File: src/rtl/booth_mult_sched_if.sv
// Request, response and datapath-control bundle for booth_mult_sched.
// The slave modport is the scheduler's view; master is the environment's view.
interface booth_mult_sched_if #(
    parameter int INPUT_WIDTH  = 6,
    parameter int OUTPUT_WIDTH = 2 * INPUT_WIDTH
);
    logic                    req0_valid;
    logic                    req0_ready;
    logic [INPUT_WIDTH-1:0]  req0_multiplicand;
    logic [INPUT_WIDTH-1:0]  req0_multiplier;

    logic                    req1_valid;
    logic                    req1_ready;
    logic [INPUT_WIDTH-1:0]  req1_multiplicand;
    logic [INPUT_WIDTH-1:0]  req1_multiplier;

    logic                    resp_valid;
    logic                    resp_ready;
    logic [OUTPUT_WIDTH-1:0] resp_product;
    logic                    resp_id;
    logic                    busy;

    logic                    dp_load;
    logic                    dp_en;
    logic [INPUT_WIDTH-1:0]  dp_multiplicand;
    logic [INPUT_WIDTH-1:0]  dp_multiplier;
    logic [OUTPUT_WIDTH-1:0] dp_product;

    modport slave (
        input  req0_valid, req0_multiplicand, req0_multiplier,
        output req0_ready,
        input  req1_valid, req1_multiplicand, req1_multiplier,
        output req1_ready,
        output resp_valid, resp_product, resp_id, busy,
        input  resp_ready,
        output dp_load, dp_en, dp_multiplicand, dp_multiplier,
        input  dp_product
    );

    modport master (
        output req0_valid, req0_multiplicand, req0_multiplier,
        input  req0_ready,
        output req1_valid, req1_multiplicand, req1_multiplier,
        input  req1_ready,
        input  resp_valid, resp_product, resp_id, busy,
        output resp_ready,
        input  dp_load, dp_en, dp_multiplicand, dp_multiplier,
        output dp_product
    );
endinterface

File: src/rtl/booth_mult_sched.sv
// Two-port round-robin scheduler and sequencer for a radix-4 Booth multiplier
// datapath. One operation at a time: IDLE accepts, LOAD resets the datapath,
// RUN enables it for INPUT_WIDTH/2 cycles, CAPTURE moves the product into a
// one-entry response buffer (stalling while that buffer is still occupied).
module booth_mult_sched #(
    parameter int INPUT_WIDTH  = 6,
    parameter int OUTPUT_WIDTH = 2 * INPUT_WIDTH
) (
    input  logic              clk,
    input  logic              rst,
    booth_mult_sched_if.slave bus
);
    localparam int N_ITER = INPUT_WIDTH / 2;
    localparam int CNT_W  = (N_ITER > 1) ? $clog2(N_ITER) : 1;
    localparam logic [CNT_W-1:0] CNT_LAST = CNT_W'(N_ITER - 1);

    typedef enum logic [1:0] {
        ST_IDLE    = 2'd0,
        ST_LOAD    = 2'd1,
        ST_RUN     = 2'd2,
        ST_CAPTURE = 2'd3
    } state_t;

    state_t                  r_state;
    state_t                  w_next_state;
    logic [CNT_W-1:0]        r_cnt;
    logic                    r_rr_ptr;
    logic                    r_id;
    logic [INPUT_WIDTH-1:0]  r_mcand;
    logic [INPUT_WIDTH-1:0]  r_mplier;
    logic                    r_resp_valid;
    logic [OUTPUT_WIDTH-1:0] r_resp_product;
    logic                    r_resp_id;
    logic                    r_dp_load;
    logic                    r_dp_en;
    logic                    r_busy;

    logic                    w_grant;
    logic                    w_any_valid;
    logic                    w_handshake;
    logic                    w_capture;
    logic                    w_resp_valid_nxt;

    // Requester that IDLE would accept: a lone valid wins, a tie goes to the rr pointer.
    always_comb begin
        w_grant = r_rr_ptr;
        if (bus.req0_valid && !bus.req1_valid) begin
            w_grant = 1'b0;
        end else if (bus.req1_valid && !bus.req0_valid) begin
            w_grant = 1'b1;
        end else begin
            w_grant = r_rr_ptr;
        end
    end

    assign w_any_valid = bus.req0_valid | bus.req1_valid;
    assign w_handshake = (r_state == ST_IDLE) && w_any_valid;
    // Buffer is free if empty or being drained this cycle; refill then wins over the drain.
    assign w_capture   = (r_state == ST_CAPTURE) && (!r_resp_valid || bus.resp_ready);
    assign w_resp_valid_nxt = w_capture || (r_resp_valid && !bus.resp_ready);

    // Ready is combinational from state and valids so acceptance happens in the same cycle.
    assign bus.req0_ready = w_handshake && !w_grant;
    assign bus.req1_ready = w_handshake && w_grant;

    // Next-state decode of the operation sequencer.
    always_comb begin
        w_next_state = r_state;
        case (r_state)
            ST_IDLE: begin
                if (w_handshake) begin
                    w_next_state = ST_LOAD;
                end else begin
                    w_next_state = ST_IDLE;
                end
            end
            ST_LOAD: begin
                w_next_state = ST_RUN;
            end
            ST_RUN: begin
                if (r_cnt == CNT_LAST) begin
                    w_next_state = ST_CAPTURE;
                end else begin
                    w_next_state = ST_RUN;
                end
            end
            ST_CAPTURE: begin
                if (w_capture) begin
                    w_next_state = ST_IDLE;
                end else begin
                    w_next_state = ST_CAPTURE;
                end
            end
            default: begin
                w_next_state = ST_IDLE;
            end
        endcase
    end

    // State register.
    always_ff @(posedge clk or negedge rst) begin
        if (!rst) begin
            r_state <= ST_IDLE;
        end else begin
            r_state <= w_next_state;
        end
    end

    // Registered control outputs, decoded from the state being entered.
    always_ff @(posedge clk or negedge rst) begin
        if (!rst) begin
            r_dp_load <= 1'b0;
            r_dp_en   <= 1'b0;
            r_busy    <= 1'b0;
        end else begin
            r_dp_load <= (w_next_state == ST_LOAD);
            r_dp_en   <= (w_next_state == ST_RUN);
            r_busy    <= (w_next_state != ST_IDLE) || w_resp_valid_nxt;
        end
    end

    // Iteration counter: cleared in LOAD, counts each RUN cycle.
    always_ff @(posedge clk or negedge rst) begin
        if (!rst) begin
            r_cnt <= '0;
        end else if (r_state == ST_LOAD) begin
            r_cnt <= '0;
        end else if (r_state == ST_RUN) begin
            r_cnt <= r_cnt + CNT_W'(1);
        end else begin
            r_cnt <= r_cnt;
        end
    end

    // On acceptance latch operands and owner, and hand priority to the other requester.
    always_ff @(posedge clk or negedge rst) begin
        if (!rst) begin
            r_mcand  <= '0;
            r_mplier <= '0;
            r_id     <= 1'b0;
            r_rr_ptr <= 1'b0;
        end else if (w_handshake) begin
            r_mcand  <= w_grant ? bus.req1_multiplicand : bus.req0_multiplicand;
            r_mplier <= w_grant ? bus.req1_multiplier   : bus.req0_multiplier;
            r_id     <= w_grant;
            r_rr_ptr <= !w_grant;
        end else begin
            r_mcand  <= r_mcand;
            r_mplier <= r_mplier;
            r_id     <= r_id;
            r_rr_ptr <= r_rr_ptr;
        end
    end

    // One-entry response buffer; contents frozen while held under backpressure.
    always_ff @(posedge clk or negedge rst) begin
        if (!rst) begin
            r_resp_valid   <= 1'b0;
            r_resp_product <= '0;
            r_resp_id      <= 1'b0;
        end else if (w_capture) begin
            r_resp_valid   <= 1'b1;
            r_resp_product <= bus.dp_product;
            r_resp_id      <= r_id;
        end else if (r_resp_valid && bus.resp_ready) begin
            r_resp_valid   <= 1'b0;
            r_resp_product <= r_resp_product;
            r_resp_id      <= r_resp_id;
        end else begin
            r_resp_valid   <= r_resp_valid;
            r_resp_product <= r_resp_product;
            r_resp_id      <= r_resp_id;
        end
    end

    assign bus.dp_load         = r_dp_load;
    assign bus.dp_en           = r_dp_en;
    assign bus.dp_multiplicand = r_mcand;
    assign bus.dp_multiplier   = r_mplier;
    assign bus.resp_valid      = r_resp_valid;
    assign bus.resp_product    = r_resp_product;
    assign bus.resp_id         = r_resp_id;
    assign bus.busy            = r_busy;
endmodule

File: src/flat_wrapper.sv
// flat-port wrapper written by rule: the top's interface ports become plain ports
module booth_mult_sched_flat 
#(
    parameter int INPUT_WIDTH  = 6,
    parameter int OUTPUT_WIDTH = 2 * INPUT_WIDTH
)
  (clk, rst, bus_req0_valid, bus_req0_multiplicand, bus_req0_multiplier, bus_req0_ready, bus_req1_valid, bus_req1_multiplicand, bus_req1_multiplier, bus_req1_ready, bus_resp_valid, bus_resp_product, bus_resp_id, bus_busy, bus_resp_ready, bus_dp_load, bus_dp_en, bus_dp_multiplicand, bus_dp_multiplier, bus_dp_product);
  booth_mult_sched_if #(.INPUT_WIDTH(INPUT_WIDTH), .OUTPUT_WIDTH(OUTPUT_WIDTH)) bus_i ();
  input  logic clk;
  input  logic rst;
  input wire logic [$bits(bus_i.req0_valid)-1:0] bus_req0_valid;
  input wire logic [$bits(bus_i.req0_multiplicand)-1:0] bus_req0_multiplicand;
  input wire logic [$bits(bus_i.req0_multiplier)-1:0] bus_req0_multiplier;
  output wire logic [$bits(bus_i.req0_ready)-1:0] bus_req0_ready;
  input wire logic [$bits(bus_i.req1_valid)-1:0] bus_req1_valid;
  input wire logic [$bits(bus_i.req1_multiplicand)-1:0] bus_req1_multiplicand;
  input wire logic [$bits(bus_i.req1_multiplier)-1:0] bus_req1_multiplier;
  output wire logic [$bits(bus_i.req1_ready)-1:0] bus_req1_ready;
  output wire logic [$bits(bus_i.resp_valid)-1:0] bus_resp_valid;
  output wire logic [$bits(bus_i.resp_product)-1:0] bus_resp_product;
  output wire logic [$bits(bus_i.resp_id)-1:0] bus_resp_id;
  output wire logic [$bits(bus_i.busy)-1:0] bus_busy;
  input wire logic [$bits(bus_i.resp_ready)-1:0] bus_resp_ready;
  output wire logic [$bits(bus_i.dp_load)-1:0] bus_dp_load;
  output wire logic [$bits(bus_i.dp_en)-1:0] bus_dp_en;
  output wire logic [$bits(bus_i.dp_multiplicand)-1:0] bus_dp_multiplicand;
  output wire logic [$bits(bus_i.dp_multiplier)-1:0] bus_dp_multiplier;
  input wire logic [$bits(bus_i.dp_product)-1:0] bus_dp_product;
  assign bus_i.req0_valid = bus_req0_valid;
  assign bus_i.req0_multiplicand = bus_req0_multiplicand;
  assign bus_i.req0_multiplier = bus_req0_multiplier;
  assign bus_req0_ready = bus_i.req0_ready;
  assign bus_i.req1_valid = bus_req1_valid;
  assign bus_i.req1_multiplicand = bus_req1_multiplicand;
  assign bus_i.req1_multiplier = bus_req1_multiplier;
  assign bus_req1_ready = bus_i.req1_ready;
  assign bus_resp_valid = bus_i.resp_valid;
  assign bus_resp_product = bus_i.resp_product;
  assign bus_resp_id = bus_i.resp_id;
  assign bus_busy = bus_i.busy;
  assign bus_i.resp_ready = bus_resp_ready;
  assign bus_dp_load = bus_i.dp_load;
  assign bus_dp_en = bus_i.dp_en;
  assign bus_dp_multiplicand = bus_i.dp_multiplicand;
  assign bus_dp_multiplier = bus_i.dp_multiplier;
  assign bus_i.dp_product = bus_dp_product;
  booth_mult_sched #(.INPUT_WIDTH(INPUT_WIDTH), .OUTPUT_WIDTH(OUTPUT_WIDTH)) u_core (.clk(clk), .rst(rst), .bus(bus_i));
endmodule
File: config.mk
export PLATFORM = sky130hd
export DESIGN_NAME = booth_mult_sched_flat
export DESIGN_NICKNAME = d
export VERILOG_FILES = /design/src/rtl/booth_mult_sched_if.sv /design/src/rtl/booth_mult_sched.sv /design/src/flat_wrapper.sv
export SDC_FILE = /design/constraint.sdc
export NUM_CORES = 1
export LEC_CHECK = 0
export CORE_MARGIN = 4
export CORE_UTILIZATION = 38
export CTS_BUF_LIST = sky130_fd_sc_hd__clkbuf_16
export DETAILED_ROUTE_END_ITERATION = 10
export PLACE_DENSITY = 0.76
export SLEW_MARGIN = 10
export SYNTH_ARGS = -nofsm -noshare
export SYNTH_HDL_FRONTEND = slang
export SYNTH_SLANG_ARGS = --single-unit
File: constraint.sdc
create_clock -name clk -period 2.1 [get_ports clk]
set_clock_uncertainty 0.2 [all_clocks]
set_input_delay 0.21 -clock clk [delete_from_list [all_inputs] [get_ports clk]]
set_output_delay 0.21 -clock clk [all_outputs]
set_load 0.005 [all_outputs]
==> metrics, run 1 <==
worst ir drop on vdd=between 700 and 800 uV; Max Root-Sink Buffers=2; Final Routed Wirelength=around 3600 um; DR vias/cell=roughly 4.8; Final Setup Violations=0; clock tree sinks=35; placed insts=230; Yosys top cell area share=58.6%; commonest non-fill, non-tap cell in the layout=clkdlybuf4s50_1; synthesized cell area=approximately 0.0015 mm^2; Root Buffer=clkbuf_16; core area=between 0.003 and 0.004 mm^2; Setup TNS Final=0 ns; Final min period=roughly 1.8 ns; pin count of the biggest net entering global routing=36; initial antenna violation count=0; crit share post-route=87.0%; Non-Filler Instances=approximately 240; Pwr Density=1440 mW/mm^2; Placer Congestion=0.755; critical path required time=1.69 ns; Reg-to-Reg Start=u_core.r_state[0]$_DFF_PN0_; worst-skew pair later-pin latency=~0.28 ns; Worst Reg-to-Reg Cells=6; Syn. warnings=0; Post-Synthesis Cells=roughly 110; vias in the first global route=about 1.3k; Post-CTS Setup Bufs=0; critical path arrival=about 1.4 ns; Fmax=547 MHz; Cell variety after synth=22; Antenna Cells=0; TritonCTS clock tree=done; Setup WS pre-CTS=between 0.15 and 0.2 ns; Starting Density=about 40%; startpoint types=flop; WS Path Type=reg -> out; start point of the critical path=u_core.r_state[0]$_DFF_PN0_; reg2reg setup slack=0.40 ns; max_cap viols=0; Residual DRC=0; hold buffers post-CTS=0; Reg clk slew, reported paths=0.05 ns; #FFs+latches synth=35; Syn Nets=roughly 160; Clock H-tree levels=2; Slew headroom=a little under three quarters; # IOs=between 70 and 80; RSZ-0062 raised after global routing=false; total grt overflow=0; sequential share of the synthesized area=58.6%; Final Hold Viols=0; Fin Hold WS=0.151 ns; Final Instance Area=~0.0024 mm^2; final worst slack=0.272 ns; CP max FO=5; CTS Buf Count=5; Area growth syn-to-layout=62.1%; Design Power=3.50 mW; capture point of the worst reg-to-reg path=u_core.bus.dp_multiplicand[5]$_DFFE_PN0P_; Avg Inst Size Synth=13.7 um^2; most frequent cells in the layout=clkdlybuf4s50_1 (69), dfrtp_1 (35), mux2_2 (14); gr usage total=between 15 and 20%; final slew viol count=0; first-pass GRT wire length=approximately 5900 um; placed cell area=about 0.0023 mm^2; hold crit path type=in -> async; status=complete, no violations; Vias=1144; Leakage=1.06 nW; Core Util, Final=approximately two thirds; post-route antenna net violation count=0; Worst Tran Pin Value=0.425 ns; DRT iter0 DRCs=between 40 and 50; CP endpoint kind=output pin; largest cells by area after synthesis=dfrtp_1 (59%), mux2_2 (11%), a221o_1 (8.0%), ha_1 (4.2%), and2_2 (3.0%); layout cell share with drive strength beyond 1=about 21%; input/output buffers=a little over 70; Die Width=70.7 um; area leader, netlist=dfrtp_1; die area=~0.005 mm^2; post-DR wirelength/cell=15.3 um; row count=22; Chip Height=slightly above 70 um; placed wire-length estimate=2680 um; Nets=between 200 and 250; end point of the critical path=bus_req1_ready; drt pass-1 iters=4
==> worst min path at each step <==
stage                                        endpoint  cells past startpoint                    start  slack [ns]
5_1_grt        u_core.bus.resp_product[3]$_DFFE_PN0P_                      2                      rst        0.19
4_1_cts        u_core.bus.resp_product[3]$_DFFE_PN0P_                      2                      rst        0.16
6_report       u_core.bus.resp_product[7]$_DFFE_PN0P_                      2                      rst        0.15
3_5_place_dp                  u_core.r_id$_DFFE_PN0P_                      1  u_core.r_id$_DFFE_PN0P_        0.28
2_1_floorplan               u_core.bus.busy$_DFF_PN0_                      0                      rst       -0.29
3_3_place_gp                  u_core.r_id$_DFFE_PN0P_                      1  u_core.r_id$_DFFE_PN0P_        0.27
==> cells by family after synthesis <==
group	share of synthesized area, %
buf+inv	3.77
fa+ha+maj	4.18
mux	10.5
compound gates	12.4
flops	58.6
simple gates	10.5
==> registers in the layout, summed over array words and instances, names as in the netlist <==
name,flops
u_core.bus.dp_multiplier,6
u_core.bus.busy,1
u_core.r_id,1
u_core.bus.dp_en,1
u_core.r_cnt,2
u_core.bus.dp_multiplicand,6
u_core.r_rr_ptr,1
u_core.r_state,2
u_core.bus.resp_id,1
u_core.bus.resp_valid,1
u_core.bus.dp_load,1
u_core.bus.resp_product,12
==> Yosys cell counts, drive strengths merged <==
library cell and instances:
dfrtp 35, nor2b 1, nand2b 2, nor2 3, o211ai 1, nand2 4
ha 5, buf 4, a21o 2, nand4b 1, nand3b 2, and2 13
a221o 12, mux2 14, a22o 1, inv 5, a21oi 2, o21ai 2
==> where the power goes <==
group	internal (mW)	switching (mW)
combinational	1.05	0.578
clock	0.426	0.251
sequential	1.01	0.181
==> critical path, stage by stage (launching register included) <==
cell	delay [ns]
dfrtp_1	0.40
inv_2	0.11
ha_4	0.17
nand2_1	0.07
a21oi_2	0.13
dlygate4sd2_1	0.26
==> metal layers <==
layer / vias up / routed length [um] / GRT usage [%]
met1: 523 / 1630 / 19.0
met4: 0 / 78 / 7.52
met5: - / 0 / 0
met2: 69 / 1520 / 22.8
li1: 545 / - / -
met3: 7 / 402 / 6.39
==> cell type report <==
| class | count | area, um^2 |
|---|---|---|
| Clock buffer | 5 | 125 |
| Clock inverter | 3 | 11.3 |
| Fill cell | 277 | 1320 |
| Inverter | 5 | 18.8 |
| Multi-Input combinational cell | 65 | 576 |
| Sequential cell | 35 | 876 |
| Tap cell | 48 | 60.1 |
| Timing Repair Buffer | 77 | 757 |
==> what timing repair did <==
item                                    CTS  global route
resized for setup                         5             1
endpoints found under the setup margin    2             1
gates cloned                              0             0
endpoints found under the hold margin     0             0
No activity file was read; power rests on OpenSTA's default activity.
==> inputs of run 2 (changes only) <==
- CTS_BUF_LIST: sky130_fd_sc_hd__clkbuf_16 -> sky130_fd_sc_hd__clkbuf_2
- SLEW_MARGIN: 10 -> 20
- clock period: 2.1 -> 2.15 ns (I/O delays scaled with it)
==> metrics, run 2 (synthesis results as in run 1) <==
Clock H-tree levels=2 (unchanged); switching share of total power=30.2% (+1.3 points); drt pass-1 iters=4 (unchanged); hold crit path type=in -> async; worst ir drop on vdd=554 uV (-24%); vias in the first global route=1284 (+1.1%); Residual DRC=0 (unchanged); Placer Congestion=0.748 (-0.93%); most frequent cells in the layout=clkdlybuf4s50_1 (69), dfrtp_1 (35), mux2_2 (14); Max Root-Sink Buffers=2 (unchanged); Vias=1184 (+3.5%); WS Path Type=reg -> out; Final Hold Viols=0 (unchanged); Crit path depth=5 (unchanged); switching power=0.954 mW (-5.5%); Reg clk slew, reported paths=0.17 ns (+0.12 ns); worst-skew pair later-pin latency=0.37 ns (+0.09 ns); critical path required time=1.74 ns (+0.05 ns); Setup TNS Final=0 ns (unchanged); Root Buffer=clkbuf_2; clock tree sinks=35 (unchanged); area of the multi-input gates=576 um^2 (unchanged); input/output buffers=71 (unchanged); Final Setup Violations=0 (unchanged); placed wire-length estimate=2730 um (+1.6%); layout cell share with drive strength beyond 1=22.0% (+1.5 points); Die Width=70.7 um (unchanged); Antenna Cells=0 (unchanged); final slew viol count=0 (unchanged); Fmax=between 500 and 600 MHz; TritonCTS clock tree=done; crit share post-route=between 90% and 100%; share of power burned in registers=36.2% (+2.0 points); core area=0.00374 mm^2 (unchanged); Fin Hold WS=0.0409 ns (-0.110 ns); worst path bufs/invs=2 (unchanged); Crit path largest cell delay=0.42 ns (+0.02 ns); # IOs=72 (unchanged); Reg area=876 um^2 (unchanged); pin count of the biggest net entering global routing=36 (unchanged); CP endpoint kind=output pin; clock share of power=12.8% (-6.6 points); RSZ-0062 raised after global routing=false; Chip Height=70.7 um (unchanged); critical path arrival=1.53 ns (+0.11 ns); Nets=236 (+0.43%); CP cell instances=inv_2 -> ha_4 -> nand2_1 -> a21oi_2 -> dlygate4sd2_1; Worst Tran Pin Value=0.438 ns (+0.0136 ns); Starting Density=39.9% (unchanged); Pwr Density=1340 mW/mm^2 (-6.9%); total grt overflow=0 (unchanged); post-DR wirelength/cell=14.9 um (-2.1%); status=complete, no violations; Worst path top cell family by delay=flip-flops; Area growth syn-to-layout=57.5%; gr usage total=14.9% (-0.35 points); row count=22 (unchanged); initial antenna violation count=0 (unchanged); Leakage=1.03 nW (-3.4%); slowest CP cell=dfrtp_1; CTS Buf Count=5 (unchanged); max_cap viols=0 (unchanged); # fillers=313 (+13%); DRT iter0 DRCs=33 (-30%); die area=0.00500 mm^2 (unchanged); first-pass GRT wire length=5820 um (-1.5%); startpoint types=flop; Worst Reg-to-Reg Cells=6 (unchanged); Final Routed Wirelength=3570 um (-1.7%); hold buffers post-CTS=0 (unchanged); Slew headroom=70.8% (-0.91 points); DR vias/cell=4.95 (+3.1%); post-route antenna net violation count=0 (unchanged); max FFs per register=12 (unchanged); Logic pwr share=51.0% (+4.5 points); CP max FO=5 (unchanged); Final min period=approximately 1.9 ns; internal power=2.21 mW (-11%); commonest non-fill, non-tap cell in the layout=clkdlybuf4s50_1
## run 2: cell count changes in the layout (fill, tap and decap cells not counted), sizes merged
cell          before  now
buf                6    7
bufinv             0    1
dlygate4sd2        1    2
dlymetal6s2s       1    0
inv                6    5
## run 2: layer usage
metal / global-route usage, % / wire length, um
met4: 4.38 / 33
met5: 0 / 0
met2: 23.6 / 1550
met1: 18.4 / 1570
met3: 6.53 / 419
## run 2: power by group through the flow
stage | Sequential (mW) | Combinational, mW | Clock (mW)
3_3_place_gp | 1.15 | 1.51 | 0
3_5_place_dp | 1.16 | 1.58 | 0
4_1_cts | 1.15 | 1.64 | 0.424
2_1_floorplan | 1.17 | 0.746 | 0
6_report | 1.15 | 1.61 | 0.404
5_1_grt | 1.19 | 1.76 | 0.443
## run 2: through the flow
step	cell area, um^2	util, %	std cells	setup slack (ns)	power, mW
6_report	2350	62.9	239	0.207	3.16
5_1_grt	2350	62.9	239	0.0793	3.39
4_1_cts	2350	62.9	239	0.180	3.21
3_5_place_dp	2270	60.5	229	0.180	2.74
3_3_place_gp	2270	60.5	229	0.243	2.65
2_1_floorplan	1500	-	109	0.527	1.91
## run 2: layout make-up
class / instances / area share, %
sequential: 35 / 37.2
clock inverter: 3 / 1.65
clock buffer: 5 / 1.06
multi-input combinational: 65 / 24.4
tap: 48 / 2.55
inverter: 5 / 0.797
timing repair buffer: 78 / 32.3
## run 2: worst reg2reg max path, cell delays in order (launching register included)
cell     delay (ns)
dfrtp_1        0.42
inv_2          0.10
ha_4           0.17
o21ai_2        0.10
buf_4          0.19
and2_2         0.19
a221o_1        0.26
## run 2: final timing paths
check | from | endpoint | slack [ns]
worst max register to register | u_core.r_state[0]$_DFF_PN0_ | u_core.bus.dp_multiplicand[1]$_DFFE_PN0P_ | 0.42
max in group asynchronous | rst | u_core.bus.resp_product[6]$_DFFE_PN0P_ | 1.40
min in group clk | bus_req1_multiplier[3] | u_core.bus.dp_multiplier[3]$_DFFE_PN0P_ | 0.24
worst min register to register | u_core.r_id$_DFFE_PN0P_ | u_core.r_id$_DFFE_PN0P_ | 0.31
worst min-delay path | rst | u_core.r_state[1]$_DFF_PN0_ | 0.04
worst max-delay path | u_core.r_state[0]$_DFF_PN0_ | bus_req0_ready | 0.21
## run 2: timing repair
item,in CTS,in global routing
gates resized for setup,6,0
endpoints found under the setup margin,2,0
buffers inserted,2,0
endpoints found under the hold margin,0,0
==> patch 1 (settings of run 1) <==
`INPUT_WIDTH` is set to 6 in 3 places; all go to 3.
--- a/src/rtl/booth_mult_sched_if.sv
+++ b/src/rtl/booth_mult_sched_if.sv
@@ -2,5 +2,5 @@
 // The slave modport is the scheduler's view; master is the environment's view.
 interface booth_mult_sched_if #(
-    parameter int INPUT_WIDTH  = 6,
+    parameter int INPUT_WIDTH  = 3,
     parameter int OUTPUT_WIDTH = 2 * INPUT_WIDTH
 );
--- a/src/rtl/booth_mult_sched.sv
+++ b/src/rtl/booth_mult_sched.sv
@@ -4,5 +4,5 @@
 // one-entry response buffer (stalling while that buffer is still occupied).
 module booth_mult_sched #(
-    parameter int INPUT_WIDTH  = 6,
+    parameter int INPUT_WIDTH  = 3,
     parameter int OUTPUT_WIDTH = 2 * INPUT_WIDTH
 ) (
--- a/src/flat_wrapper.sv
+++ b/src/flat_wrapper.sv
@@ -2,5 +2,5 @@
 module booth_mult_sched_flat 
 #(
-    parameter int INPUT_WIDTH  = 6,
+    parameter int INPUT_WIDTH  = 3,
     parameter int OUTPUT_WIDTH = 2 * INPUT_WIDTH
 )
Interface: changed (8 resized); port bits go from 72 to 42. The function was not compared with the original's and may differ.
==> patch 1 against run 1 <==
Cell area shrank 38%. Worst hold slack lost 0.045 ns. Sequential cell count shrank 13. Combinational power shrank 37%. Worst setup slack gained 0.072 ns. Synthesized cell count shrank 37%. Wire length shrank 39%. Largest cell class unchanged. Area after synthesis shrank 37%. Non-clock buffer count shrank 30. Total power shrank 39%.
==> patch 1: results (changes against run 1) <==
Yosys
  – Syn avg cell area: 13.6 um^2 (was 13.7 um^2)
  – Compound-Gate Fraction of Synth Area: 13.3% (was 12.4%)
  – Synth Area in XOR/XNOR: 0% (unchanged)
  – Synth Area in Adders: 5.33% (was 4.18%)
  – Seq/Total Area, Yosys: 58.6% (about the same)
  – Mapped Nets: 96 (was 155)
  – Main area contributors after synthesis: dfrtp_1, mux2_2, a221o_1, ha_1, and2_0 (was dfrtp_1, mux2_2, a221o_1, ha_1, and2_2)
  – Synth cell count leaders: dfrtp_1, mux2_2, a221o_1, and2_0 (was dfrtp_1, mux2_2, a221o_1, and2_0, and2_2)
  – Cell variety after synth: 19 (was 22)
  – Mux contribution to synthesized area: 9.59% (was 10.5%)

Cells and area
  – Max reg flops: 6 (was 12)
  – Layout fillers: 187 (was 277)
  – Share of layout cells above drive strength 1: 21.8% (was 20.5%)
  – Nets: 148 (was 235)

STA
  – Final hold slack: 0.107 ns (was 0.151 ns)
  – Final count of negative-setup-slack endpoints: 0 (unchanged)

Global route
  – Largest net degree at the start of global routing: 23 (was 36)
  – Global-route wire length before repair: 3700 um (was 5910 um)
  – Vias in the first global route: 836 (was 1270)
  – Grt met2 use: 24.2% (was 22.8%)
  – Total track usage: 14.4% (was 15.2%)

Run status
  – Status: finished, final reports clean (unchanged)

Clocking
  – Worst-Skew Late Latency: 0.25 ns (was 0.28 ns)
  – Total CTS buffers: 3 (was 5)
  – H-tree level count: 1 (was 2)

Critical path
  – Worst reg2reg setup slack: 0.34 ns (was 0.40 ns)
  – Crit path max fanout: 10 (was 5)
  – Arr. time, crit path: 1.69 ns (was 1.42 ns)
  – Worst r2r dst: u_core.bus.dp_multiplier[0] (was u_core.bus.dp_multiplicand[5])

Power and ir drop
  – Leak Pwr: 0.000693 uW (was 0.00106 uW)
  – Maximum vdd drop: 781 uV (was 726 uV)

Detailed routing
  – Initial DRC count: 10 (was 47)
  – Total wire length: 2210 um (was 3630 um)
  – Via density: 5.13 (was 4.81)
  – Via count: 754 (was 1144)

Place
  – Placed Cells: 142 (was 230)
  – Final GP Congestion: 0.704 (was 0.755)
  – DP HPWL: 1720 um (was 2680 um)
[patch 1: kinds of logic after synthesis]
| kind of cell | after synthesis |
|---|---|
| adder cells (fa/ha/maj) | 4 |
| AO/OA/AOI/OAI | 13 |
| multiplexers | 8 |
| AND/OR/NAND/NOR | 18 |
| buffers and inverters | 4 |
| flip-flops | 22 |
[patch 1: worst max-delay path by stage]
stage / cells after the start / slack, ns / end / start
after CTS: 5 / 0.01 / bus_req0_ready / u_core.r_state[0]
after global placement: 4 / 0.24 / bus_req0_ready / bus_req0_valid
final: 6 / 0.34 / u_core.bus.dp_multiplier[0] / u_core.r_state[0]
after detailed placement: 4 / 0.21 / bus_req0_ready / bus_req0_valid
after global routing: 6 / 0.27 / u_core.bus.dp_multiplier[0] / u_core.r_state[0]
after floorplan: 5 / 0.53 / u_core.bus.dp_multiplicand[0] / u_core.r_state[1]
[patch 1: timing repair]
item / in CTS / in global routing
gates cloned: 0 / 0
setup buffers: 1 / 1
endpoints found under the setup margin: 2 / 2
gates resized for setup: 2 / 2
[patch 1: critical path, stage by stage (launching register included)]
cell and delay [ns]:
dfrtp_1 0.42, inv_2 0.09, ha_2 0.19, buf_4 0.13, o21ai_2 0.13, and2_0 0.21, a221o_1 0.27
[patch 1: stage by stage]
| stage | setup slack, ns | instance area [um^2] |
|---|---|---|
| 3_5_place_dp | 0.207 | 1420 |
| 5_1_grt | 0.271 | 1510 |
| 3_3_place_gp | 0.242 | 1420 |
| 4_1_cts | 0.0122 | 1500 |
| 6_report | 0.344 | 1510 |
| 2_1_floorplan | 0.530 | 940 |
[patch 1: cell type report]
class	count	area (um^2)	area share, %
flip-flops and latches	22	551	36.4
repair buffers	47	460	30.4
multi-input cells	43	377	24.9
clock buffers	3	75.1	4.96
well taps	28	35.0	2.32
inverters	4	15.0	0.993
[patch 1: report_power, final]
| group | switching [uW] | total [uW] | internal [uW] |
|---|---|---|---|
| combinational | 372 | 1020 | 644 |
| sequential | 114 | 748 | 634 |
| clock | 135 | 386 | 251 |
[patch 1: metal layers]
layer	part of all wire [%]	wire (um)	up-vias
met5	0	0	-
met4	2.3	51	0
met3	13	281	5
met2	46	1020	46
met1	39	864	355
li1	-	-	348
==> patch 2 (flow settings as in run 1) <==
Made on the original files. Reset style: synchronous (`rst`), changed in 5 clocked blocks.
--- a/src/rtl/booth_mult_sched.sv
+++ b/src/rtl/booth_mult_sched.sv
@@ -99,5 +99,5 @@
 
     // State register.
-    always_ff @(posedge clk or negedge rst) begin
+    always_ff @(posedge clk) begin
         if (!rst) begin
             r_state <= ST_IDLE;
@@ -108,5 +108,5 @@
 
     // Registered control outputs, decoded from the state being entered.
-    always_ff @(posedge clk or negedge rst) begin
+    always_ff @(posedge clk) begin
         if (!rst) begin
             r_dp_load <= 1'b0;
@@ -121,5 +121,5 @@
 
     // Iteration counter: cleared in LOAD, counts each RUN cycle.
-    always_ff @(posedge clk or negedge rst) begin
+    always_ff @(posedge clk) begin
         if (!rst) begin
             r_cnt <= '0;
@@ -134,5 +134,5 @@
 
     // On acceptance latch operands and owner, and hand priority to the other requester.
-    always_ff @(posedge clk or negedge rst) begin
+    always_ff @(posedge clk) begin
         if (!rst) begin
             r_mcand  <= '0;
@@ -154,5 +154,5 @@
 
     // One-entry response buffer; contents frozen while held under backpressure.
-    always_ff @(posedge clk or negedge rst) begin
+    always_ff @(posedge clk) begin
         if (!rst) begin
             r_resp_valid   <= 1'b0;
Function: differs if rst is asserted again (counterexample within 4 cycles, from zero or initial values and one cycle with rst low); with rst held inactive, the same outputs for 10 cycles.
==> patch 2 against run 1 <==
Core utilization increased by 0.70 points. Sequential cell count unchanged. Area after synthesis rose by 0.92%. Synthesized cell count increased by 62%. Fmax shrank 7.8%. Worst hold slack improved by 0.12 ns. Cell area is 1.1% higher. Count of clock-buffer cells in the layout unchanged. Worst setup slack worse by 0.15 ns. Wire length grew 20%. Critical endpoint is now bus_req0_ready.
Power is not compared: it rests on default switching activity, and its combinational part moved more than twofold at a synthesized area within 25%.
==> patch 2: results (changes against run 1) <==
Yosys
  – Compound-Gate Fraction of Synth Area: 25.0% (was 12.4%)
  – Mapped Nets: 219 (was 155)
  – Ys flop type: dfxtp_1 (was dfrtp_1)
  – Cell variety after synth: 28 (was 22)
  – Mux contribution to synthesized area: 0% (was 10.5%)
  – Syn avg cell area: 8.53 um^2 (was 13.7 um^2)
  – Main area contributors after synthesis: dfxtp_1, nand3_1, o21ai_1, a31oi_1, a21oi_1 (was dfrtp_1, mux2_2, a221o_1, ha_1, and2_2)
  – Seq/Total Area, Yosys: 46.4% (was 58.6%)
  – Synth cell count leaders: dfxtp_1, nand3_1, o21ai_1, a21oi_1, a31oi_1 (was dfrtp_1, mux2_2, a221o_1, and2_0, and2_2)
  – Ys async rst share: 0% (was 100%)
  – Synth Area in Adders: 0.829% (was 4.18%)

Worst hold path
  – Hold Path End: u_core.bus.resp_id
  – Hold Crit Class: register to register (was input port to async pin)
  – Hold Path Depth: 2
  – Hold Startpoint: u_core.r_id

Detailed routing
  – Total wire length: 4360 um (was 3630 um)
  – Via density: 5.25 (was 4.81)
  – DRC violations left: 0 (unchanged)
  – Pre-antenna DRT Iters: 6 (was 4)
  – Initial DRC count: 64 (was 47)

Cells and area
  – Nets: 295 (was 235)
  – Max reg flops: 12 (unchanged)
  – Share of layout cells above drive strength 1: 11.4% (was 20.5%)
  – N_diodes: 0 (unchanged)
  – Layout fillers: 335 (was 277)
  – Post-route non-filler standard cell count: 302 (was 238)

Critical path
  – Worst r2r dst: u_core.r_id (was u_core.bus.dp_multiplicand[5])
  – Worst reg2reg setup slack: 0.42 ns (was 0.40 ns)
  – R2R Path Start: u_core.r_state[0] (unchanged)
  – Arr. time, crit path: 1.57 ns (was 1.42 ns)
  – Critical Path Start: bus_req1_valid (was u_core.r_state[0])
  – Crit path max fanout: 3 (was 5)
  – R2R cell count: 4 (was 6)

Power and ir drop
  – Maximum vdd drop: about 560 uV
  – Pint: 1350 uW
  – Leak Pwr: between 0.0008 and 0.0009 uW
  – Clock group: roughly 680 uW
  – Clock power frac: 37.8%
  – Sequential share of power: 41.4%

Clocking
  – Worst-Skew Late Latency: between 0.2 and 0.3 ns
  – Post-CTS sizing: 0 (was 5)
  – Clock Tree Root: clkbuf_16 (unchanged)
  – Worst-path clk slew: 0.05 ns (about the same)
  – Setup bufs post-CTS: 0 (unchanged)
  – Total CTS buffers: 5 (unchanged)

Run status
  – Status: finished, final reports clean (unchanged)

Place
  – DP HPWL: 3240 um (was 2680 um)
  – Placed Cells: 294 (was 230)
  – I/O Buffers: 71 (unchanged)
  – Placed Area: 2310 um^2 (was 2270 um^2)
  – Final GP Congestion: 0.864 (was 0.755)

Global route
  – Vias in the first global route: 1511 (was 1270)
  – Global-route wire length before repair: 7130 um (was 5910 um)
  – Largest net degree at the start of global routing: 27 (was 36)
  – Total track usage: 17.8% (was 15.2%)

STA
  – Worst rel slew slack: 67.7% (was 71.7%)
patch 2: cell count changes after synthesis, sizes merged, moves of 8 or more:
cell / delta
dfrtp: -35
dfxtp: +35
nand3: +26
o21ai: +25
a21oi: +14
mux2: -14
a31oi: +13
a221o: -12
and2: -12
nand4: +12
clkbuf: +8
patch 2: logic make-up (layout without fill, tap and decap cells):
kind of cell	after synthesis	in the layout
adders and majority gates	1	1
buffers and inverters	20	97
AOI/OAI and AO/OA	63	63
and+or+nand+nor	58	58
DFF	35	35
patch 2: cell type report:
cell class	instances	area (um^2)	area share [%]
Clock buffer	5	125	5.11
Timing Repair Buffer	85	828	33.8
Tap cell	48	60.1	2.45
Clock inverter	3	11.3	0.460
Inverter	4	15.0	0.613
Sequential cell	35	701	28.6
Multi-Input combinational cell	122	709	29.0
patch 2: through the flow:
step / hold WS, ns / setup slack, ns
6_report: 0.272 / 0.118
3_5_place_dp: 0.266 / 0.116
2_1_floorplan: 0.127 / 0.710
4_1_cts: 0.273 / 0.117
5_1_grt: 0.293 / 0.00658
3_3_place_gp: 0.255 / 0.139
patch 2: metal layers:
metal / share of wire [%] / track usage, % / vias up
met3: 4.7 / 6.11 / 10
met2: 51 / 30.1 / 42
met1: 42 / 20.6 / 729
met4: 2.4 / 7.10 / 0
met5: 0 / 0 / -
li1: - / - / 804
patch 2: critical path, stage by stage:
cell	delay (ns)
clkdlybuf4s50_1	0.46
a211oi_2	0.26
nand2_1	0.10
inv_1	0.06
clkdlybuf4s50_1	0.49
patch 2: how the worst max path moves through the flow:
stage	to	cells after the start	slack [ns]
CTS	bus_req0_ready	5	0.12
global placement	bus_req0_ready	5	0.14
global route	bus_req0_ready	4	0.007
finish	bus_req0_ready	5	0.12
floorplan	u_core.bus.dp_multiplier[2]	5	0.71
detailed placement	bus_req0_ready	5	0.12
